$ cat src/rtl/parking_gate_arbiter.sv
// rtl/parking_gate_arbiter.sv - shared barrier gate arbiter for one entry and one exit lane
// Round-robin lane grant, pass-sensor crossing detection, occupancy tracking and timeout/tailgate flags.
module parking_gate_arbiter #(
   parameter int CAPACITY = 8,
   parameter int CNT_W    = 4,
   parameter int TIMEOUT  = 50,
   parameter int TO_W     = 6
) (
   input  logic             clock,
   input  logic             reset,
   input  logic             entry_req,
   input  logic             exit_req,
   input  logic             pass_sensor,
   output logic             grant_entry,
   output logic             grant_exit,
   output logic             gate_open,
   output logic [CNT_W-1:0] occupancy,
   output logic             full,
   output logic             empty,
   output logic             timeout,
   output logic             tailgate
);

   typedef enum logic [1:0] {IDLE, OPEN_IN, OPEN_OUT, CLEAR} state_t;

   state_t          state;
   logic            last_exit;
   logic [TO_W-1:0] timer;
   logic            pass_prev;
   logic            ent_ok;
   logic            ext_ok;
   logic            pick_entry;

   assign full       = (occupancy == CNT_W'(CAPACITY));
   assign empty      = (occupancy == '0);
   assign ent_ok     = entry_req & ~full;
   assign ext_ok     = exit_req & ~empty;
   // Under contention the lane not served last time wins.
   assign pick_entry = ent_ok & (~ext_ok | last_exit);

   always_ff @(posedge clock or posedge reset) begin
      if (reset) begin
         state       <= IDLE;
         occupancy   <= '0;
         last_exit   <= 1'b1;
         timer       <= '0;
         pass_prev   <= 1'b0;
         grant_entry <= 1'b0;
         grant_exit  <= 1'b0;
         gate_open   <= 1'b0;
         timeout     <= 1'b0;
         tailgate    <= 1'b0;
      end else begin
         pass_prev <= pass_sensor;
         timeout   <= 1'b0;
         tailgate  <= 1'b0;
         case (state)
            IDLE: begin
               timer <= '0;
               if (pass_sensor && !pass_prev)
                  tailgate <= 1'b1;
               if (pick_entry) begin
                  state       <= OPEN_IN;
                  grant_entry <= 1'b1;
                  gate_open   <= 1'b1;
                  last_exit   <= 1'b0;
               end else if (ext_ok) begin
                  state      <= OPEN_OUT;
                  grant_exit <= 1'b1;
                  gate_open  <= 1'b1;
                  last_exit  <= 1'b1;
               end
            end
            OPEN_IN, OPEN_OUT: begin
               if (pass_sensor) begin
                  // Saturate so illegal sensor activity cannot wrap the count.
                  if (state == OPEN_IN && !full)
                     occupancy <= occupancy + 1'b1;
                  else if (state == OPEN_OUT && !empty)
                     occupancy <= occupancy - 1'b1;
                  state       <= CLEAR;
                  grant_entry <= 1'b0;
                  grant_exit  <= 1'b0;
                  gate_open   <= 1'b0;
               end else if (timer == TO_W'(TIMEOUT - 1)) begin
                  timeout     <= 1'b1;
                  state       <= CLEAR;
                  grant_entry <= 1'b0;
                  grant_exit  <= 1'b0;
                  gate_open   <= 1'b0;
               end else begin
                  timer <= timer + 1'b1;
               end
            end
            CLEAR: begin
               if (!pass_sensor)
                  state <= IDLE;
            end
            default: state <= IDLE;
         endcase
      end
   end

endmodule

$ cat config.mk
export PLATFORM = sky130hd
export DESIGN_NAME = parking_gate_arbiter
export DESIGN_NICKNAME = d
export VERILOG_FILES = /design/src/rtl/parking_gate_arbiter.sv
export SDC_FILE = /design/constraint.sdc
export NUM_CORES = 1
export LEC_CHECK = 0
export BUFFER_PORTS_ARGS = -buffer_cell sky130_fd_sc_hd__buf_2
export CAP_MARGIN = 0
export CORE_MARGIN = 2
export CORE_UTILIZATION = 56
export CTS_BUF_LIST = sky130_fd_sc_hd__clkbuf_16
export CTS_CLUSTER_DIAMETER = 100
export DETAILED_ROUTE_END_ITERATION = 7
export PLACE_DENSITY = 0.84
export RECOVER_POWER = 100
export SLEW_MARGIN = 20
export SYNTH_ARGS = -nofsm -noshare
export SYNTH_HDL_FRONTEND = slang
export SYNTH_SLANG_ARGS = --single-unit
$ cat constraint.sdc
create_clock -name clock -period 2.75 [get_ports clock]
set_input_delay 0.1375 -clock clock [delete_from_list [all_inputs] [get_ports clock]]
set_output_delay 0.1375 -clock clock [all_outputs]
set_load 0.01 [all_outputs]
# ---- Yosys cells after proc, flatten, opt, wreduce, memory -nomap -nowiden
# Cells that the tools add are included.
dict set report op_classes {
  n_mux 26
  add_sub_neg 3
  bitwise 7
  eq_ne 13
  n_reduce_logical 19
}
# op n
set ops {}
lappend ops {{3-bit AND reduction} 5}
lappend ops {{1-bit two-way mux} 12}
lappend ops {{6-bit two-way mux} 2}
lappend ops {{2-bit inequality test (second input constant)} 6}
lappend ops {{6-bit case mux with 2 select lines} 1}
lappend ops {{2-bit two-way mux} 5}
lappend ops {{4-bit two-way mux} 2}
lappend ops {{6-bit by 1-bit adder with 6-bit output (second input constant)} 1}
lappend ops {{6-bit == test (second input constant)} 1}
lappend ops {{3-bit inequality test (second input constant)} 2}
lappend ops {{1-bit case mux with 2 select lines} 3}
lappend ops {{2-bit case mux with 3 select lines} 1}
lappend ops {{2-bit nonzero test} 3}
lappend ops {{4-bit by 1-bit adder with 4-bit output (second input constant)} 1}
lappend ops {{2-bit == test (second input constant)} 2}
lappend ops {{4-bit == test (second input constant)} 1}
lappend ops {{4-bit zero test} 1}
lappend ops {{4-bit AND reduction} 1}
lappend ops {{4-bit by 1-bit subtractor with 4-bit output (second input constant)} 1}
lappend ops {{1-bit AND} 3}
lappend ops {{1-bit logical AND} 3}
lappend ops {{1-bit zero test} 3}
lappend ops {{1-bit NOT} 3}
lappend ops {{2-bit by 1-bit == test with 1-bit output (second input constant)} 1}
lappend ops {{4 further kinds} 4}
dict set report word_totals {
  elab_cells 78
  input_bits 5
  reg_bits 19
  out_inout_bits 11
}

# ---- Longest topological paths before layout
# Gate-level depths: netlist of the first run.
dict set report logic_depth {
  ltp_word 8
  ltp_mapped 8
}

# ---- Worst setup path after synthesis of the first run
# OpenSTA, ideal clock, no wires.
dict set report synth_path {
  path_kind {flip-flop to flip-flop}
  from {reg occupancy[0]}
  to {reg occupancy[3]}
  slack_ns 0.242
  t_arrival_ns 2.428
  required_ns 2.670
  stages_incl_launch_ff 9
  path_buffers 1
  path_cell_list {dfrtp_1 or4b_4 buf_6 nand2_1 ha_1 and3_2 o311a_2 o211ai_1 xnor2_1}
}
dict set report synth_between {
  elab_chain_len 5
}
# item line_no
set synth_rtl {}
lappend synth_rtl {{start, declared} 17} ;# output logic [CNT_W-1:0] occupancy,
lappend synth_rtl {{start signal, assigned} 78} ;# occupancy <= occupancy + 1'b1;
lappend synth_rtl {{start signal, assigned} 80} ;# occupancy <= occupancy - 1'b1;
lappend synth_rtl {{branches (longest 5 deep; another with 4-bit by 1-bit subtractor with 4-bit output)} -}
# Several ways; the timed one is not identified. The select of a mux whose other input is x is not followed.
# A chain may end at the register's enable or synchronous reset.

# ---- Worst setup path after layout of the first run
# Same ends and word-level chain as after synthesis.

==> results of run 1 <==
[power groups by stage]
stage / sequential (mW) / combinational, mW / clock [mW]
global route: 0.507 / 0.998 / 0.313
global placement: 0.475 / 0.891 / 0
floorplan: 0.492 / 0.690 / 0
CTS: 0.486 / 0.951 / 0.304
finish: 0.488 / 0.893 / 0.300
detailed placement: 0.491 / 0.926 / 0
[cell families (layout without fill, tap and decap cells)]
family          after synthesis  count (layout)  share of synthesized area [%]
fa+ha+maj                    11              11                           11.8
xor+xnor                      3               3                           2.14
buf+inv                      12              29                           4.28
flops                        19              19                           38.8
mux                           7               7                           6.42
compound gates               33              33                           21.9
simple gates                 32              32                           14.7
[layer usage]
layer,part of all wire (%),wire (um),up-vias,track usage [%]
met2,46,1150,34,34.6
li1,-,-,456,-
met5,0,0,-,0
met3,5.2,129,5,5.26
met4,1.9,48,0,9.91
met1,47,1170,445,31.6
[flip-flops by register name, summed over array words and instances, names as in the netlist]
register     cells
timer            6
occupancy        4
state            2
gate_open        1
grant_entry      1
grant_exit       1
last_exit        1
pass_prev        1
tailgate         1
timeout          1
[synthesized netlist by cell type, types with 2 or more instances]
master	instances
o211ai_1	2
nor2_1	8
xnor2_1	2
nand4_1	2
nand2_1	8
o21ai_0	11
dfrtp_1	18
clkbuf_1	2
mux2i_1	3
mux2_2	3
a21oi_1	5
ha_1	10
inv_1	9
nand2b_1	2
a31oi_1	2
[cell type report]
type / instances / area share (%)
Tap cell: 27 / 2.48
Clock inverter: 1 / 0.367
Multi-Input combinational cell: 86 / 49.4
Sequential cell: 19 / 35.0
Timing Repair Buffer: 16 / 4.77
Inverter: 9 / 2.48
Clock buffer: 3 / 5.50
[worst reg2reg max path: cells and delay by family, from the launching register on]
kind	cells	cell delay, ns
DFF	1	0.46
adders and majority gates	1	0.29
and+or+nand+nor	3	0.98
xor gates and xnor gates	1	0.14
AOI/OAI and AO/OA	2	0.57
[path summary, 6_finish.rpt]
kind                                                  to                      from
worst max-delay path            occupancy[3]$_DFFE_PP0P_  occupancy[0]$_DFFE_PP0P_
worst min-delay path            occupancy[3]$_DFFE_PP0P_                     reset
worst max register to register  occupancy[3]$_DFFE_PP0P_  occupancy[0]$_DFFE_PP0P_
worst min register to register        tailgate$_DFF_PP0_       pass_prev$_DFF_PP0_
max in group asynchronous       occupancy[1]$_DFFE_PP0P_                     reset
min in group clock                   pass_prev$_DFF_PP0_               pass_sensor
==> flow_summary.json, run 1 <==
{
  "power_frac_seq_pct": 29.0,
  "r2r_slack_ns": 0.24,
  "root_buffer": "clkbuf_16",
  "grt_pass1_vias": 912,
  "synth_top_area_share_pct": 36.7,
  "die_y_um": 50.8,
  "ios": 16,
  "cp-start-kind": "register",
  "clockBufferDepth": 2,
  "htreeDepth": 1,
  "slew_headroom_pct": 52.3,
  "pre_cts_ws_ns": 0.270,
  "violations": "hold timing",
  "slew_violations": 0,
  "vias_per_cell": 5.84,
  "clock_sinks": 19,
  "fin_hold_ws_ns": -0.00739,
  "path_class": "register to register",
  "finalNetCount": 151,
  "chipWidth_um": 50.8,
  "routed_wl_um": 2500,
  "synthesis.area_mm2": 0.00123,
  "swShare_pct": 42.5,
  "multi_input_area_um2": 674,
  "area.sequential_um2": 477,
  "cpMaxStageDelayCell": "or4b_1",
  "peakVddDrop_uv": 557,
  "path_clk_slew_ns": 0.05,
  "worst_slack_ns": 0.236,
  "p_comb_share_pct": 53.1,
  "hp-class": "input port to asynchronous set/reset pin",
  "finalCritPeriodShare_pct": 91.4,
  "p_sw_mw": 0.715,
  "num_rows": 16,
  "dr.pass1.iters": 4,
  "n_fill_cell": 157,
  "worstRegToRegCells": 7,
  "start_util_pct": 60.8,
  "synth.area.top_cells": "dfrtp_1 37%, ha_1 10%, o21ai_0 4.5%, inv_1 2.7%, mux2_2 2.7%",
  "wl_per_cell_um": 15.5,
  "clkPwrFrac_pct": 17.9,
  "max_stage_delay_ns": 0.57,
  "grt_pass1_wl_um": 4350,
  "cp.required_ns": 2.93,
  "drc": 0,
  "final_cell_mix": "18 x dfrtp_1, 12 x clkbuf_1, 11 x o21ai_0, 10 x ha_1, 9 x inv_1",
  "route.vias.total": 940,
  "internal_power_mw": 0.967,
  "dpl.hpwl_um": 1800,
  "fmax_mhz": 398,
  "maxCapViolations": 0,
  "syn_to_final_growth_pct": 11.0,
  "postSynth.asyncResetShare_pct": 100,
  "final_common_cell": "dfrtp_1",
  "fin_worst_skew_ns": 0.00128,
  "fin_util_pct": 67.5,
  "synth.net_count": 133,
  "finalPower_mw": 1.68,
  "dp_cells": 157,
  "drtIter0Drc": 22,
  "synth_edf_count": 0,
  "grt_overflow_total": 0,
  "p_leak_nw": 0.639,
  "post-cts-setup-buffers": 0,
  "cts_hold_buf": 0,
  "drive_gt1_share_pct": 13.4,
  "setup_viol": 0,
  "crit_cells": 7,
  "antenna_found_initial": 0,
  "grt_start_max_net_pins": 20,
  "outcome": "complete, but fails checks",
  "power_density_mw_per_mm2": 1230,
  "ys_seq_area_share_pct": 38.8,
  "max_slew.worst_pin.slew_ns": 0.715,
  "numCtsBuffers": 3,
  "ys_ff_latch": 19,
  "rsz0062_at_grt": "false",
  "finalCriticalPeriod_ns": 2.51,
  "placed_area_mm2": 0.00133,
  "postSynthAreaPerCell_um2": 10.5,
  "netlist-cell-type-count": 45,
  "yosysTopAreaCell": "dfrtp_1",
  "die_area_mm2": 0.00258,
  "grtUsageTotal_pct": 22.9,
  "ys_warn_count": 0,
  "clkLatencyLatePin_ns": 0.25,
  "gp_congestion": 0.881,
  "syn_inst": 117,
  "cp_cell_sequence": "or4b_1 -> nand2_1 -> ha_1 -> and3_2 -> o311a_2 -> o211ai_1 -> xnor2_1",
  "cts.repair.resized": 0,
  "cp_num_buf_inv": 0,
  "antenna_left": 0,
  "antenna_cells": 0,
  "cts_tree": "yes",
  "critical-path-top-delay-family": "simple AND/OR/NAND/NOR gates",
  "cp_max_fo": 7,
  "worstSetupEndpointType": "register",
  "cp.arrival_ns": 2.69,
  "tns_ns": 0,
  "synthFlopType": "dfrtp_1",
  "port_buffers": 15,
  "final_area_mm2": 0.00136,
  "core_mm2": 0.00202,
  "finalHoldViolCount": 18,
  "instances_no_fill": 161
}
Power figures use the tool's default switching activity.
==> run 2, diff against run 1 <==
- CORE_MARGIN: 2 -> unset
- REMOVE_ABC_BUFFERS: unset -> 1
==> run 2 against run 1 <==
  * The run still ends with hold timing left
  * Clock skew increased by 0.0019 ns
  * Core utilization is 0.062 points lower
  * Setup slack better by 0.019 ns
  * Cell area hardly changed
  * Die area shrank 7.7%
  * Register-to-register slack gained 0.02 ns
  * Clock power decreased by 3%
  * Largest cell class unchanged
  * Highest routed layer is now met3
==> flow_summary.json, run 2 (same netlist as run 1, synthesis figures left out) <==
{
  "max_flop_register": "timer",
  "drc": 0,
  "root_buffer": "clkbuf_16",
  "p_leak_nw": 0.640,
  "vias_per_cell": 5.83,
  "path_class": "register to register",
  "worstRegToRegCells": 7,
  "outcome": "complete, but fails checks",
  "die_area_mm2": 0.00239,
  "tns_ns": 0,
  "finalPower_mw": 1.65,
  "finalCriticalPeriod_ns": 2.50,
  "cp.required_ns": 2.92,
  "worstSetupEndpointType": "register",
  "finalCritPeriodShare_pct": 90.7,
  "start_util_pct": 60.8,
  "grt_pass1_vias": 938,
  "final_cell_mix": "18 x dfrtp_1, 12 x clkbuf_1, 11 x o21ai_0, 10 x inv_1, 10 x ha_1",
  "slew_violations": 0,
  "clkLatencyLatePin_ns": 0.25,
  "cts_hold_buf": 0,
  "htreeDepth": 1,
  "numCtsBuffers": 3,
  "area.sequential_um2": 477,
  "final_common_cell": "dfrtp_1",
  "rsz0062_at_grt": "false",
  "grt_start_max_net_pins": 20,
  "fin_worst_skew_ns": 0.00323,
  "clockBufferDepth": 2,
  "cp_max_fo": 7,
  "cp.arrival_ns": 2.67,
  "grt_overflow_total": 0,
  "core_mm2": 0.00202,
  "multi_input_area_um2": 674,
  "r2r_start": "occupancy[0]$_DFFE_PP0P_",
  "antenna_cells": 0,
  "cts_tree": "yes",
  "fmax_mhz": 401,
  "syn_to_final_growth_pct": 10.9,
  "crit_end": "occupancy[3]$_DFFE_PP0P_",
  "drtIter0Drc": 24,
  "reg_top3": "timer: 6 flops, occupancy: 4 flops, state: 2 flops",
  "wl_per_cell_um": 14.5,
  "maxCapViolations": 0,
  "hp-class": "input port to asynchronous set/reset pin",
  "n_fill_cell": 150,
  "violations": "hold timing",
  "max_slew.worst_pin.slew_ns": 0.711,
  "cts.repair.resized": 0,
  "slew_headroom_pct": 52.5,
  "pre_cts_ws_ns": 0.282,
  "dr.pass1.iters": 4,
  "drive_gt1_share_pct": 12.7,
  "worst_slack_ns": 0.255,
  "routed_wl_um": 2340,
  "setup_viol": 0,
  "power_density_mw_per_mm2": 1210,
  "instances_no_fill": 161,
  "port_buffers": 15,
  "r2r_slack_ns": 0.25,
  "gp_congestion": 0.843,
  "grtUsageTotal_pct": 22.4,
  "largest_register_ffs": 6,
  "num_rows": 16,
  "peakVddDrop_uv": 722,
  "die_y_um": 48.8,
  "cp-start-kind": "register",
  "antenna_left": 0,
  "fin_hold_ws_ns": -0.00518,
  "antenna_found_initial": 0,
  "grt_pass1_wl_um": 4150,
  "startpoint": "occupancy[0]$_DFFE_PP0P_",
  "route.vias.total": 939,
  "clock_sinks": 19,
  "ios": 16,
  "chipWidth_um": 48.8,
  "dpl.hpwl_um": 1730,
  "finalHoldViolCount": 8,
  "dp_cells": 157,
  "rr_endpoint": "occupancy[3]$_DFFE_PP0P_",
  "path_clk_slew_ns": 0.05,
  "finalNetCount": 151,
  "post-cts-setup-buffers": 0
}
[run 2: cell types whose count changed in the layout (fill, tap and decap cells not counted)]
cell	delta
clkinv_2	-1
inv_1	+1
[run 2: layout make-up]
cell class	count	share of cell area (%)
multi-input cells	86	49.5
flip-flops and latches	19	35.0
clock buffers	3	5.51
repair buffers	16	4.78
inverters	9	2.48
well taps	27	2.48
clock inverters	1	0.275
[run 2: power breakdown]
part           switching [mW]  leakage, nW  internal [mW]
sequential              0.106        0.240          0.379
combinational           0.479        0.358          0.391
clock                  0.0982       0.0423          0.193
[run 2: layer usage]
| metal | part of all wire [%] | GRT usage, % | vias to the layer above |
|---|---|---|---|
| li1 | - | - | 460 |
| met1 | 48 | 27.8 | 459 |
| met2 | 49 | 38.4 | 20 |
| met3 | 2.4 | 4.98 | 0 |
| met4 | 0 | 7.35 | 0 |
| met5 | 0 | 0 | - |
[run 2: worst min-delay path by stage]
stage | slack, ns | to | depth (start not counted) | start
CTS | 0.03 | tailgate$_DFF_PP0_ | 2 | reset
detailed placement | 0.29 | tailgate$_DFF_PP0_ | 2 | reset
global placement | 0.29 | tailgate$_DFF_PP0_ | 2 | reset
global route | 0.07 | tailgate$_DFF_PP0_ | 2 | reset
floorplan | 0.09 | gate_open$_DFFE_PP0P_ | 1 | reset
finish | -0.005 | gate_open$_DFFE_PP0P_ | 2 | reset
[run 2: through the flow]
step / utilization (%) / cell area [um^2]
2_1_floorplan: - / 1210
4_1_cts: 69.5 / 1410
6_report: 67.4 / 1360
3_3_place_gp: 65.6 / 1330
5_1_grt: 67.4 / 1360
3_5_place_dp: 65.6 / 1330
[run 2: worst max-delay path, stage by stage, from the launching register on]
cell and delay [ns]:
dfrtp_1 0.47, or4b_1 0.55, nand2_1 0.16, ha_1 0.28
and3_2 0.24, o311a_2 0.37, o211ai_1 0.21, xnor2_1 0.14
==> run 3, diff against run 2 <==
- CORE_ASPECT_RATIO: unset -> 1.25
==> run 3 against run 2 <==
  * The flow now finishes without violations
  * Cell count shrank 4.3%
  * Critical path depth is the same
  * Sequential cell count is the same
  * Routed wire length grew 5.1%
  * Critical path type unchanged
  * Fmax shrank 0.77%
  * Register-to-register slack lost 0.02 ns
  * Combinational power grew 1%
  * Setup slack lost 0.019 ns
  * Total power grew 0.88%
  * Sequential share of layout area grew 0.23 points
==> flow_summary.json, run 3 (same netlist as run 1, synthesis figures left out) <==
{
  "outcome": "finished clean",
  "path_clk_slew_ns": 0.05,
  "routed_wl_um": 2460,
  "clock_sinks": 19,
  "r2r_start": "occupancy[0]$_DFFE_PP0P_",
  "htreeDepth": 1,
  "gp_congestion": 0.761,
  "finalCriticalPeriod_ns": 2.51,
  "max_flop_register": "timer",
  "start_util_pct": 60.6,
  "fin_worst_skew_ns": 0.00126,
  "post-cts-setup-buffers": 0,
  "path_class": "register to register",
  "finalPower_mw": 1.66,
  "port_buffers": 15,
  "grt_pass1_vias": 959,
  "drive_gt1_share_pct": 12.7,
  "cp.required_ns": 2.93,
  "finalNetCount": 151,
  "slew_headroom_pct": 49.7,
  "cp.arrival_ns": 2.69,
  "drtIter0Drc": 29,
  "route.vias.total": 980,
  "cts_hold_buf": 0,
  "p_leak_nw": 0.640,
  "dp_cells": 150,
  "dr.pass1.iters": 7,
  "wl_per_cell_um": 16.0,
  "largest_register_ffs": 6,
  "syn_to_final_growth_pct": 10.2,
  "grt_overflow_total": 0,
  "hp-class": "input port to asynchronous set/reset pin",
  "final_common_cell": "dfrtp_1",
  "clkLatencyLatePin_ns": 0.25,
  "grt_pass1_wl_um": 4110,
  "clockBufferDepth": 2,
  "maxCapViolations": 0,
  "num_rows": 18,
  "rsz0062_at_grt": "false",
  "cp_max_fo": 7,
  "vias_per_cell": 6.36,
  "antenna_cells": 0,
  "n_fill_cell": 171,
  "root_buffer": "clkbuf_16",
  "startpoint": "occupancy[0]$_DFFE_PP0P_",
  "drc": 0,
  "cts_tree": "yes",
  "die_y_um": 54.4,
  "finalCritPeriodShare_pct": 91.4,
  "tns_ns": 0,
  "chipWidth_um": 43.9,
  "die_area_mm2": 0.00239,
  "slew_violations": 0,
  "dpl.hpwl_um": 1830,
  "core_mm2": 0.00203,
  "ios": 16,
  "cts.repair.resized": 0,
  "numCtsBuffers": 3,
  "antenna_left": 0,
  "final_cell_mix": "18 x dfrtp_1, 12 x clkbuf_1, 11 x o21ai_0, 10 x inv_1, 10 x ha_1",
  "instances_no_fill": 154,
  "setup_viol": 0,
  "grtUsageTotal_pct": 23.7,
  "grt_start_max_net_pins": 20,
  "fmax_mhz": 398,
  "max_slew.worst_pin.slew_ns": 0.754,
  "cp-start-kind": "register",
  "peakVddDrop_uv": 894,
  "worstSetupEndpointType": "register",
  "power_density_mw_per_mm2": 1230,
  "finalHoldViolCount": 0,
  "reg_top3": "timer: 6 flops, occupancy: 4 flops, state: 2 flops",
  "antenna_found_initial": 0
}
run 3: cell counts in the layout (fill, tap and decap cells not counted):
Identical to the previous run, type by type.
run 3: cell type report:
type | count | area (um^2) | area share, %
repair buffers | 16 | 65.1 | 4.81
clock inverters | 1 | 3.75 | 0.277
multi-input cells | 86 | 674 | 49.8
well taps | 20 | 25.0 | 1.85
inverters | 9 | 33.8 | 2.50
flip-flops and latches | 19 | 477 | 35.2
clock buffers | 3 | 75.1 | 5.55
run 3: worst max-delay path, cell delays in order, from the launching register on:
cell      delay [ns]
dfrtp_1         0.45
or4b_1          0.57
nand2_1         0.15
ha_1            0.28
and3_2          0.24
o311a_2         0.38
o211ai_1        0.22
xnor2_1         0.14
run 3: through the flow:
stage / setup WS (ns) / util (%) / instance area, um^2 / hold WS, ns
after global placement: 0.390 / 65.0 / 1320 / 0.288
after global routing: 0.173 / 66.8 / 1350 / 0.0823
final: 0.236 / 66.8 / 1350 / 0.00924
after CTS: 0.261 / 68.9 / 1400 / 0.0301
after floorplan: 0.268 / - / 1210 / 0.0879
after detailed placement: 0.273 / 65.0 / 1320 / 0.300
run 3: layer usage:
| metal | share of wire [%] | track usage [%] | vias up |
|---|---|---|---|
| met1 | 42 | 26.7 | 480 |
| met5 | 0 | 0 | - |
| li1 | - | - | 462 |
| met2 | 51 | 43.0 | 31 |
| met4 | 2.4 | 12.1 | 0 |
| met3 | 4.2 | 3.96 | 7 |
run 3: where the power goes:
| part | switching [mW] | internal (mW) |
|---|---|---|
| Combinational | 0.489 | 0.390 |
| Clock | 0.105 | 0.194 |
| Sequential | 0.104 | 0.379 |
| Total | 0.698 | 0.963 |
run 3: final timing paths:
kind	end	slack [ns]	cells past startpoint
worst max-delay path	occupancy[3]$_DFFE_PP0P_	0.24	7
worst min-delay path	state[0]$_DFFE_PP0P_	0.009	2
worst max register to register	occupancy[3]$_DFFE_PP0P_	0.24	7
worst min register to register	tailgate$_DFF_PP0_	0.41	1
max in group asynchronous	timeout$_DFF_PP0_	2.27	2
min in group clock	pass_prev$_DFF_PP0_	0.15	1
